`src/rtl/cpu_pkg.sv`:
```
// Shared definitions for the 16-bit 5-stage core: opcodes, decoded control
// bundle and the HLT drain state encoding.
package cpu_pkg;

  localparam logic [3:0] OP_ADD  = 4'h0;
  localparam logic [3:0] OP_SUB  = 4'h1;
  localparam logic [3:0] OP_AND  = 4'h2;
  localparam logic [3:0] OP_OR   = 4'h3;
  localparam logic [3:0] OP_ADDI = 4'h4;
  localparam logic [3:0] OP_LW   = 4'h8;
  localparam logic [3:0] OP_SW   = 4'h9;
  localparam logic [3:0] OP_BEQ  = 4'hA;
  localparam logic [3:0] OP_J    = 4'hC;
  localparam logic [3:0] OP_HLT  = 4'hF;

  typedef struct packed {
    logic mem_read;
    logic mem_write;
    logic reg_write;
    logic mem_to_reg;
    logic alu_src;
  } ctrl_t;

  typedef enum logic [1:0] {
    ST_RUN    = 2'd0,
    ST_DRAIN  = 2'd1,
    ST_HALTED = 2'd2
  } halt_state_t;

endpackage

```
`src/rtl/halt_drain_fsm.sv`:
```
// Turns a stalled HLT in decode into a fixed-length pipeline drain followed
// by a sticky halted state; a flush during the drain cancels the HLT.
module halt_drain_fsm
  import cpu_pkg::*;
#(
  parameter int DRAIN_CYCLES = 3
) (
  input  logic clk,
  input  logic rst_n,
  input  logic stall_i,
  input  logic flush_i,
  input  logic is_hlt,
  output logic force_bubble,
  output logic halted
);

  localparam int CNT_W = $clog2(DRAIN_CYCLES) + 1;
  localparam logic [CNT_W-1:0] CNT_LOAD = CNT_W'(DRAIN_CYCLES - 1);

  halt_state_t      r_state;
  halt_state_t      w_state_nxt;
  logic [CNT_W-1:0] r_cnt;
  logic [CNT_W-1:0] w_cnt_nxt;
  logic             r_halted;

  always_ff @(posedge clk or negedge rst_n) begin
    if (!rst_n) begin
      r_state  <= ST_RUN;
      r_cnt    <= '0;
      r_halted <= 1'b0;
    end else begin
      r_state  <= w_state_nxt;
      r_cnt    <= w_cnt_nxt;
      r_halted <= (w_state_nxt == ST_HALTED);
    end
  end

  always_comb begin
    w_state_nxt  = r_state;
    w_cnt_nxt    = r_cnt;
    force_bubble = 1'b0;
    unique case (r_state)
      ST_RUN: begin
        // A flushed HLT is wrong-path and must not start a drain.
        if (!flush_i && stall_i && is_hlt) begin
          w_state_nxt = ST_DRAIN;
          w_cnt_nxt   = CNT_LOAD;
        end
      end
      ST_DRAIN: begin
        force_bubble = 1'b1;
        if (flush_i) begin
          w_state_nxt = ST_RUN;
          w_cnt_nxt   = '0;
        end else if (r_cnt == '0) begin
          w_state_nxt = ST_HALTED;
        end else begin
          w_cnt_nxt = r_cnt - 1'b1;
        end
      end
      ST_HALTED: begin
        force_bubble = 1'b1;
      end
      default: begin
        w_state_nxt = ST_RUN;
        w_cnt_nxt   = '0;
      end
    endcase
  end

  assign halted = r_halted;

endmodule

```
`src/rtl/id_ex_stage_reg.sv`:
```
// ID/EX pipeline register: captures decode fields, injects bubbles on
// stall/flush/drain, and reports halt after an HLT drains the pipeline.
module id_ex_stage_reg
  import cpu_pkg::*;
#(
  parameter int DATA_W       = 16,
  parameter int REG_W        = 4,
  parameter int DRAIN_CYCLES = 3
) (
  input  logic              clk,
  input  logic              rst_n,
  input  logic              stall_i,
  input  logic              flush_i,
  input  logic [3:0]        id_opcode,
  input  logic [REG_W-1:0]  id_rs,
  input  logic [REG_W-1:0]  id_rt,
  input  logic [REG_W-1:0]  id_rd,
  input  logic [DATA_W-1:0] id_rs_data,
  input  logic [DATA_W-1:0] id_rt_data,
  input  logic [DATA_W-1:0] id_imm,
  input  logic [DATA_W-1:0] id_pc_next,
  input  logic              id_mem_read,
  input  logic              id_mem_write,
  input  logic              id_reg_write,
  input  logic              id_mem_to_reg,
  input  logic              id_alu_src,
  output logic              ex_valid,
  output logic [3:0]        ex_opcode,
  output logic [REG_W-1:0]  ex_rs,
  output logic [REG_W-1:0]  ex_rt,
  output logic [REG_W-1:0]  ex_rd,
  output logic [DATA_W-1:0] ex_rs_data,
  output logic [DATA_W-1:0] ex_rt_data,
  output logic [DATA_W-1:0] ex_imm,
  output logic [DATA_W-1:0] ex_pc_next,
  output logic              ex_mem_read,
  output logic              ex_mem_write,
  output logic              ex_reg_write,
  output logic              ex_mem_to_reg,
  output logic              ex_alu_src,
  output logic              halted
);

  logic              w_is_hlt;
  logic              w_force_bubble;
  logic              w_bubble;
  ctrl_t             w_id_ctrl;

  logic              r_valid;
  logic [3:0]        r_opcode;
  logic [REG_W-1:0]  r_rs;
  logic [REG_W-1:0]  r_rt;
  logic [REG_W-1:0]  r_rd;
  logic [DATA_W-1:0] r_rs_data;
  logic [DATA_W-1:0] r_rt_data;
  logic [DATA_W-1:0] r_imm;
  logic [DATA_W-1:0] r_pc_next;
  ctrl_t             r_ctrl;

  assign w_is_hlt  = (id_opcode == OP_HLT);
  assign w_id_ctrl = {id_mem_read, id_mem_write, id_reg_write, id_mem_to_reg, id_alu_src};

  halt_drain_fsm #(
    .DRAIN_CYCLES(DRAIN_CYCLES)
  ) u_halt_drain_fsm (
    .clk         (clk),
    .rst_n       (rst_n),
    .stall_i     (stall_i),
    .flush_i     (flush_i),
    .is_hlt      (w_is_hlt),
    .force_bubble(w_force_bubble),
    .halted      (halted)
  );

  // Bubbles zero every field so ex_rt/ex_mem_read can never fake a load-use hit.
  assign w_bubble = flush_i | w_force_bubble | stall_i;

  always_ff @(posedge clk or negedge rst_n) begin
    if (!rst_n) begin
      r_valid   <= 1'b0;
      r_opcode  <= '0;
      r_rs      <= '0;
      r_rt      <= '0;
      r_rd      <= '0;
      r_rs_data <= '0;
      r_rt_data <= '0;
      r_imm     <= '0;
      r_pc_next <= '0;
      r_ctrl    <= '0;
    end else if (w_bubble) begin
      r_valid   <= 1'b0;
      r_opcode  <= '0;
      r_rs      <= '0;
      r_rt      <= '0;
      r_rd      <= '0;
      r_rs_data <= '0;
      r_rt_data <= '0;
      r_imm     <= '0;
      r_pc_next <= '0;
      r_ctrl    <= '0;
    end else begin
      r_valid   <= 1'b1;
      r_opcode  <= id_opcode;
      r_rs      <= id_rs;
      r_rt      <= id_rt;
      r_rd      <= id_rd;
      r_rs_data <= id_rs_data;
      r_rt_data <= id_rt_data;
      r_imm     <= id_imm;
      r_pc_next <= id_pc_next;
      r_ctrl    <= w_id_ctrl;
    end
  end

  assign ex_valid      = r_valid;
  assign ex_opcode     = r_opcode;
  assign ex_rs         = r_rs;
  assign ex_rt         = r_rt;
  assign ex_rd         = r_rd;
  assign ex_rs_data    = r_rs_data;
  assign ex_rt_data    = r_rt_data;
  assign ex_imm        = r_imm;
  assign ex_pc_next    = r_pc_next;
  assign ex_mem_read   = r_ctrl.mem_read;
  assign ex_mem_write  = r_ctrl.mem_write;
  assign ex_reg_write  = r_ctrl.reg_write;
  assign ex_mem_to_reg = r_ctrl.mem_to_reg;
  assign ex_alu_src    = r_ctrl.alu_src;

endmodule
```
`config.mk`:
```
export PLATFORM = sky130hd
export DESIGN_NAME = id_ex_stage_reg
export DESIGN_NICKNAME = d
export VERILOG_FILES = /design/src/rtl/cpu_pkg.sv /design/src/rtl/halt_drain_fsm.sv /design/src/rtl/id_ex_stage_reg.sv
export SDC_FILE = /design/constraint.sdc
export NUM_CORES = 1
export LEC_CHECK = 0
export ABC_AREA = 1
export BUFFER_PORTS_ARGS = -buffer_cell sky130_fd_sc_hd__clkbuf_2
export CORE_ASPECT_RATIO = 1.5
export CORE_MARGIN = 4
export CORE_UTILIZATION = 31
export CTS_BUF_LIST = sky130_fd_sc_hd__clkbuf_4 sky130_fd_sc_hd__clkbuf_8
export DETAILED_ROUTE_END_ITERATION = 16
export PLACE_DENSITY_LB_ADDON = 0.08
export SKIP_CTS_REPAIR_TIMING = 1
export SKIP_LAST_GASP = 1
export SYNTH_ARGS = -nofsm -noshare
export SYNTH_HDL_FRONTEND = slang
export SYNTH_HIERARCHICAL = 1
export SYNTH_SLANG_ARGS = --single-unit
```
`constraint.sdc`:
```
create_clock -name clk -period 1.85 [get_ports clk]
set_input_delay 0.0925 -clock clk [delete_from_list [all_inputs] [get_ports clk]]
set_output_delay 0.0925 -clock clk [all_outputs]
set_load 0.05 [all_outputs]
```
==> results of run 1 <==
==> synth_stat cells <==
cell type and number:
nand2_1 20, inv_1 101, buf_6 5, o21ai_2 1, or2_2 1, nor2_4 9
dfrtp_1 92, nand2_2 2, buf_2 4, nor2_2 32, nand3_1 3, ha_1 6
nand4_1 1, o21ai_0 2, nor2_1 54
==> path summary, 6_finish.rpt <==
check | end | startpoint | slack [ns]
worst max register to register | ex_imm[10]$_DFF_PN0_ | u_halt_drain_fsm/r_state[1]$_DFF_PN0_ | 0.27
max in group asynchronous | ex_imm[11]$_DFF_PN0_ | rst_n | 0.98
min in group asynchronous | ex_pc_next[12]$_DFF_PN0_ | rst_n | 0.20
worst max-delay path | ex_imm[10]$_DFF_PN0_ | u_halt_drain_fsm/r_state[1]$_DFF_PN0_ | 0.27
worst min register to register | u_halt_drain_fsm/r_cnt[1]$_DFFE_PN0P_ | u_halt_drain_fsm/r_cnt[1]$_DFFE_PN0P_ | 0.49
worst min-delay path | u_halt_drain_fsm/r_state[1]$_DFF_PN0_ | flush_i | 0.14
==> power breakdown <==
group / total [uW] / switching (uW) / internal [uW]
combinational: 343 / 138 / 205
sequential: 2010 / 0 / 2010
clock: 1360 / 717 / 640
==> through the flow <==
stage          instance area (um2)  instances  hold slack (ns)
2_1_floorplan                 3471        333          -0.2031
6_report                      5600        754           0.1415
4_1_cts                       4740        668          -0.3380
3_3_place_gp                  4544        652          0.06127
3_5_place_dp                  4544        652          0.07003
5_1_grt                       5600        754           0.1395
==> routing by layer <==
| layer | vias up | track usage [%] |
|---|---|---|
| met2 | 97 | 22.55 |
| met5 | - | 0 |
| met1 | 1375 | 14.20 |
| met4 | 0 | 5.462 |
| li1 | 1441 | - |
| met3 | 11 | 4.044 |
==> final cells by class <==
cell class | instances | area share [%]
inverter | 101 | 6.769
tap | 147 | 3.284
timing repair buffer | 267 | 32.53
sequential | 92 | 41.11
multi-input combinational | 131 | 12.82
clock inverter | 6 | 1.139
clock buffer | 10 | 2.346
==> logic make-up after synthesis <==
| family | count (synthesis) | share of synthesized area (%) |
|---|---|---|
| AND/OR/NAND/NOR | 122 | 17.84 |
| buffers and inverters | 110 | 13.12 |
| flip-flops | 92 | 66.33 |
| adder cells (fa/ha/maj) | 6 | 2.163 |
| AO/OA/AOI/OAI | 3 | 0.5408 |
==> worst min-delay path, stage by stage <==
cell and delay [ns]:
clkbuf_2 0.14, nor2_2 0.07, nand2_2 0.09, o21ai_2 0.06
==> cells in the final DEF (no fill, tap or decap), drive strengths merged <==
cell         Yosys  final
buf              9      7
bufinv           0      1
clkbuf           0    184
clkinv           0      2
clkinvlp         0      2
dfrtp           92     92
dlygate4sd3      0     86
ha               6      6
inv            101    102
nand2           22     22
nand3            3      3
nand4            1      1
nor2            95     95
o21ai            3      3
or2              1      1
==> impl_results.md, run 1 <==
- Fin. max-slew vios: 0
- Core outline area: 11000 um2
- Startpoint Class: register
- Final Hold Viols: 0
- Layout Area Growth over Synthesis: 61.36%
- VDD IR max: roughly 0.00036 V
- Wire length on met2: 5080 um
- CP required: about 2.1 ns
- CP max stage cell: dfrtp_1
- Pre-antenna DRT Iters: 4
- CP Depth: 6
- N_diodes: 0
- Fin crit period: approximately 1.6 ns
- Nets: ~700
- Hold Crit Depth: 4
- Synth area leader: dfrtp_1
- Initial Util: 31.56%
- Routed WL: between 9000 and 10000 um
- Cts bufs inserted: 9
- Top sig layer: met4
- Detailed placer's ending HPWL: about 6500 um
- Clock Sinks: 92
- Crit-path cells: inv_1 -> ha_1 -> nor2_1 -> nand2_4 -> buf_4 -> nor2_1
- Worst-Margin Slew: 0.4475 ns
- PnR worst setup slack: 0.2670 ns
- Critical-path maximum fanout: 21
- PwrDens: about 660 nW/um2
- Placement Setup Slack: 0.2576 ns
- Mapped cell area: roughly 3500 um2
- Syn Inst Count: around 330
- Fmax: 631.7 MHz
- CP Class: register to register
- Die height: 137.6 um
- Most used cell, CP: nor2_1
- Number of global-route vias before repair: between 2k and 3k
- I/O pin cnt: 176
- Met3 Wirelength: around 670 um
- Rel. slew slack: a little over two thirds
- HP Class: primary input to register
- Die area: between 10000 and 15000 um2
- Worst stage delay on the critical path: ~0.43 ns
- Cell row count: 47
- Area of the multi-input gates: approximately 720 um2
- Outcome: finished clean
- Finished Core Util: 50.93%
- Setup TNS: 0 ns
- Remaining Overflow, GRT: 0
- Worst-Skew Late Latency: 0.36 ns
- Initial antenna violation count: 0
- Largest net degree at the start of global routing: 43
- Final ANT Viol Nets: 0
- Worst Path Buf+Inv: 2
- First-pass GRT wire length: 12400 um
- GP Congestion: between 0.7 and 0.8
- R2R depth: 6
- Worst setup EP type: register
- Synth Net Count: approximately 430
- Top cells by area, synth: dfrtp_1 (66%), inv_1 (11%), nor2_1 (5.8%), nor2_2 (5.8%), nor2_4 (2.9%)
- Mean Syn Cell Area: about 10 um2
- Max Buffers Root-to-Sink: 2
- Vias/cell: slightly below 4
- Distinct cells, synth: 15
- Share of cells above drive strength 1: 39.87%
- Synth Register Bits: 92
- # fillers: approximately 1.1k
- Period utilization: 85.57%
- Setup-failing EPs final: 0
- Share of the synthesized area in the top cell type: between 60% and 70%
- Number of max-cap violations: 0
- H-tree depth: 3
- Sequential cell area fraction in the yosys report: between 60% and 70%
- Clk pin slew, worst setup/hold paths: 0.09 ns
- Final Skew: 0.008824 ns
- Crit-path leading delay family: simple AND/OR/NAND/NOR gates
- CTS Root Buffer Type: clkbuf_8
- Number of DRC markers in iteration 0: 63
- DRC: 0
- Total track usage: approximately 13%
- Leak: about 0.0034 uW
- Register area: 2302 um2
- WL/cell: about 12 um
- RSZ-0062 raised after global routing: false
- Routed vias: ~3k
- Tot Pwr: between 3000 and 4000 uW
- Met1 WL: roughly 3300 um
- Chip Width: ~94 um
- Synthesis Warnings: 6
- Arr. time, crit path: between 1.5 and 2 ns
- Port bufs: about 180
- TritonCTS clock tree: yes
(Power assumes the default switching activity.)
==> run 2, diff against run 1 <==
--- a/config.mk
+++ b/config.mk
@@ -7,9 +7,11 @@
 export LEC_CHECK = 0
 export ABC_AREA = 1
 export BUFFER_PORTS_ARGS = -buffer_cell sky130_fd_sc_hd__clkbuf_2
+export CELL_PAD_IN_SITES_DETAIL_PLACEMENT = 0
+export CELL_PAD_IN_SITES_GLOBAL_PLACEMENT = 1
 export CORE_ASPECT_RATIO = 1.5
 export CORE_MARGIN = 4
-export CORE_UTILIZATION = 31
+export CORE_UTILIZATION = 34
 export CTS_BUF_LIST = sky130_fd_sc_hd__clkbuf_4 sky130_fd_sc_hd__clkbuf_8
 export DETAILED_ROUTE_END_ITERATION = 16
 export PLACE_DENSITY_LB_ADDON = 0.08
==> run 2 against run 1 <==
  * Via count down 1.2%
  * Hold slack gained 0.0061 ns
  * Final cell count is 4.2% lower
  * Count of clock-buffer cells in the layout unchanged
  * First-iteration DRC count down 22%
  * Critical path type unchanged
  * Highest routed layer unchanged
==> impl_results.md, run 2 (synthesis gave the netlist of run 1 again) <==
- Startpoint Class: register
- Number of global-route vias before repair: 2650
- Final Non-Filler Cells: around 720
- # fillers: roughly 860
- Commonest non-fill, non-tap cell in the layout: clkbuf_2
- Routed vias: approximately 2.9k
- RSZ-0062 raised after global routing: false
- Arr. time, crit path: around 1.8 ns
- Max Buffers Root-to-Sink: 2
- Chip Width: 90.50 um
- Design area: 5548 um2
- Final Skew: roughly 0.0065 ns
- Pre-antenna DRT Iters: 4
- Core outline area: a little under 10000 um2
- Commonest non-fill, non-tap cells in the layout: clkbuf_2 (174), inv_1 (101), dfrtp_1 (92)
- HP Class: primary input to register
- Crit-path cells: inv_1 -> ha_1 -> nor2_1 -> nand2_4 -> buf_12 -> nor2_2
- Number of DRC markers in iteration 0: between 40 and 50
- CTS Root Buffer Type: clkbuf_8
- Worst-Margin Slew: a little over 0.5 ns
- Finished Core Util: a little under three fifths
- WL/cell: 12.69 um
- Register area: 2302 um2
- Period utilization: a little over 80%
- Rel. slew slack: roughly 66%
- Fin. max-slew vios: 0
- Cell row count: 44
- CP Class: register to register
- Largest net degree at the start of global routing: just over 70
- CP required: approximately 2.1 ns
- TritonCTS clock tree: yes
- Detailed placer's ending HPWL: 6360 um
- Setup TNS: 0 ns
- Layout Area Growth over Synthesis: 59.84%
- Final ANT Viol Nets: 0
- Share of cells above drive strength 1: 39.87%
- GP Congestion: approximately 0.7
- PwrDens: about 660 nW/um2
- VDD IR max: 0.0003605 V
- Leak: 0.003389 uW
- Post-placement cell count: 620
- Post-DP Area: ~4500 um2
- Initial Util: 35.22%
- Routed WL: 9159 um
- Fin crit period: roughly 1.5 ns
- Worst stage delay on the critical path: 0.43 ns
- Port bufs: ~180
- Critical-path maximum fanout: 71
- Worst-Skew Late Latency: ~0.35 ns
- Vias/cell: ~4
- Initial antenna violation count: 0
- Die height: 131.7 um
- Clock Sinks: between 90 and 100
- Worst setup EP type: register
- Final Hold Viols: 0
- Cts bufs inserted: 9
- Setup-failing EPs final: 0
- Die area: ~12000 um2
- First-pass GRT wire length: approximately 13000 um
- H-tree depth: 3
- DRC: 0
- Number of max-cap violations: 0
- Clk pin slew, worst setup/hold paths: ~0.080 ns
- Area of the multi-input gates: 718.2 um2
- Fmax: around 670 MHz
- Nets: about 700
- CP max stage cell: dfrtp_1
- Total track usage: 14.30%
- I/O pin cnt: between 150 and 200
- Remaining Overflow, GRT: 0
- Outcome: finished clean
- N_diodes: 0
==> run 2: cell types whose count changed in the layout (fill, tap and decap cells not counted) <==
cell / before / now
buf_4: 4 / 5
buf_12: 3 / 2
==> run 2: layout make-up <==
| cell class | instances | area share [%] |
|---|---|---|
| inverters | 101 | 6.834 |
| clock inverters | 6 | 1.150 |
| clock buffers | 10 | 2.368 |
| well taps | 115 | 2.594 |
| flip-flops and latches | 92 | 41.50 |
| repair buffers | 267 | 32.61 |
| multi-input cells | 131 | 12.95 |
==> run 2: final timing paths <==
path / end / startpoint / cells after the start / slack [ns]
worst max-delay path: ex_rs_data[0]$_DFF_PN0_ / u_halt_drain_fsm/r_state[1]$_DFF_PN0_ / 6 / 0.35
worst min-delay path: u_halt_drain_fsm/r_state[1]$_DFF_PN0_ / flush_i / 4 / 0.15
worst max register to register: ex_rs_data[0]$_DFF_PN0_ / u_halt_drain_fsm/r_state[1]$_DFF_PN0_ / 6 / 0.35
worst min register to register: u_halt_drain_fsm/r_cnt[1]$_DFFE_PN0P_ / u_halt_drain_fsm/r_cnt[1]$_DFFE_PN0P_ / 2 / 0.49
max in group asynchronous: ex_rs_data[3]$_DFF_PN0_ / rst_n / 3 / 0.94
min in group asynchronous: ex_pc_next[1]$_DFF_PN0_ / rst_n / 2 / 0.24
==> run 2: per-layer routing <==
| metal | global-route usage (%) | routed length, um | vias up |
|---|---|---|---|
| li1 | - | - | 1446 |
| met1 | 15.96 | 3553 | 1325 |
| met2 | 24.76 | 4968 | 106 |
| met3 | 4.683 | 497 | 11 |
| met4 | 6.133 | 139 | 0 |
| met5 | 0 | 0 | - |
==> run 2: report_power, final <==
| part | switching, uW | internal [uW] |
|---|---|---|
| Combinational | 138 | 207 |
| Clock | 687 | 640 |
| Sequential | 0 | 2010 |
==> run 2: critical path, delay by kind of cell (launching register included) <==
kind	cells	cell delay [ns]
adder cells (fa/ha/maj)	1	0.27
flip-flops	1	0.43
buffers and inverters	2	0.30
AND/OR/NAND/NOR	3	0.38
==> run 2: per-stage QoR <==
| step | setup WS (ns) | power (uW) | hold WS, ns |
|---|---|---|---|
| floorplan | 0.4961 | 2099 | -0.2031 |
| global placement | 0.4102 | 2252 | 0.1032 |
| global route | 0.2426 | 3876 | 0.1649 |
| CTS | 0.3310 | 3604 | -0.2983 |
| detailed placement | 0.3510 | 2251 | 0.1041 |
| finish | 0.3532 | 3681 | 0.1476 |
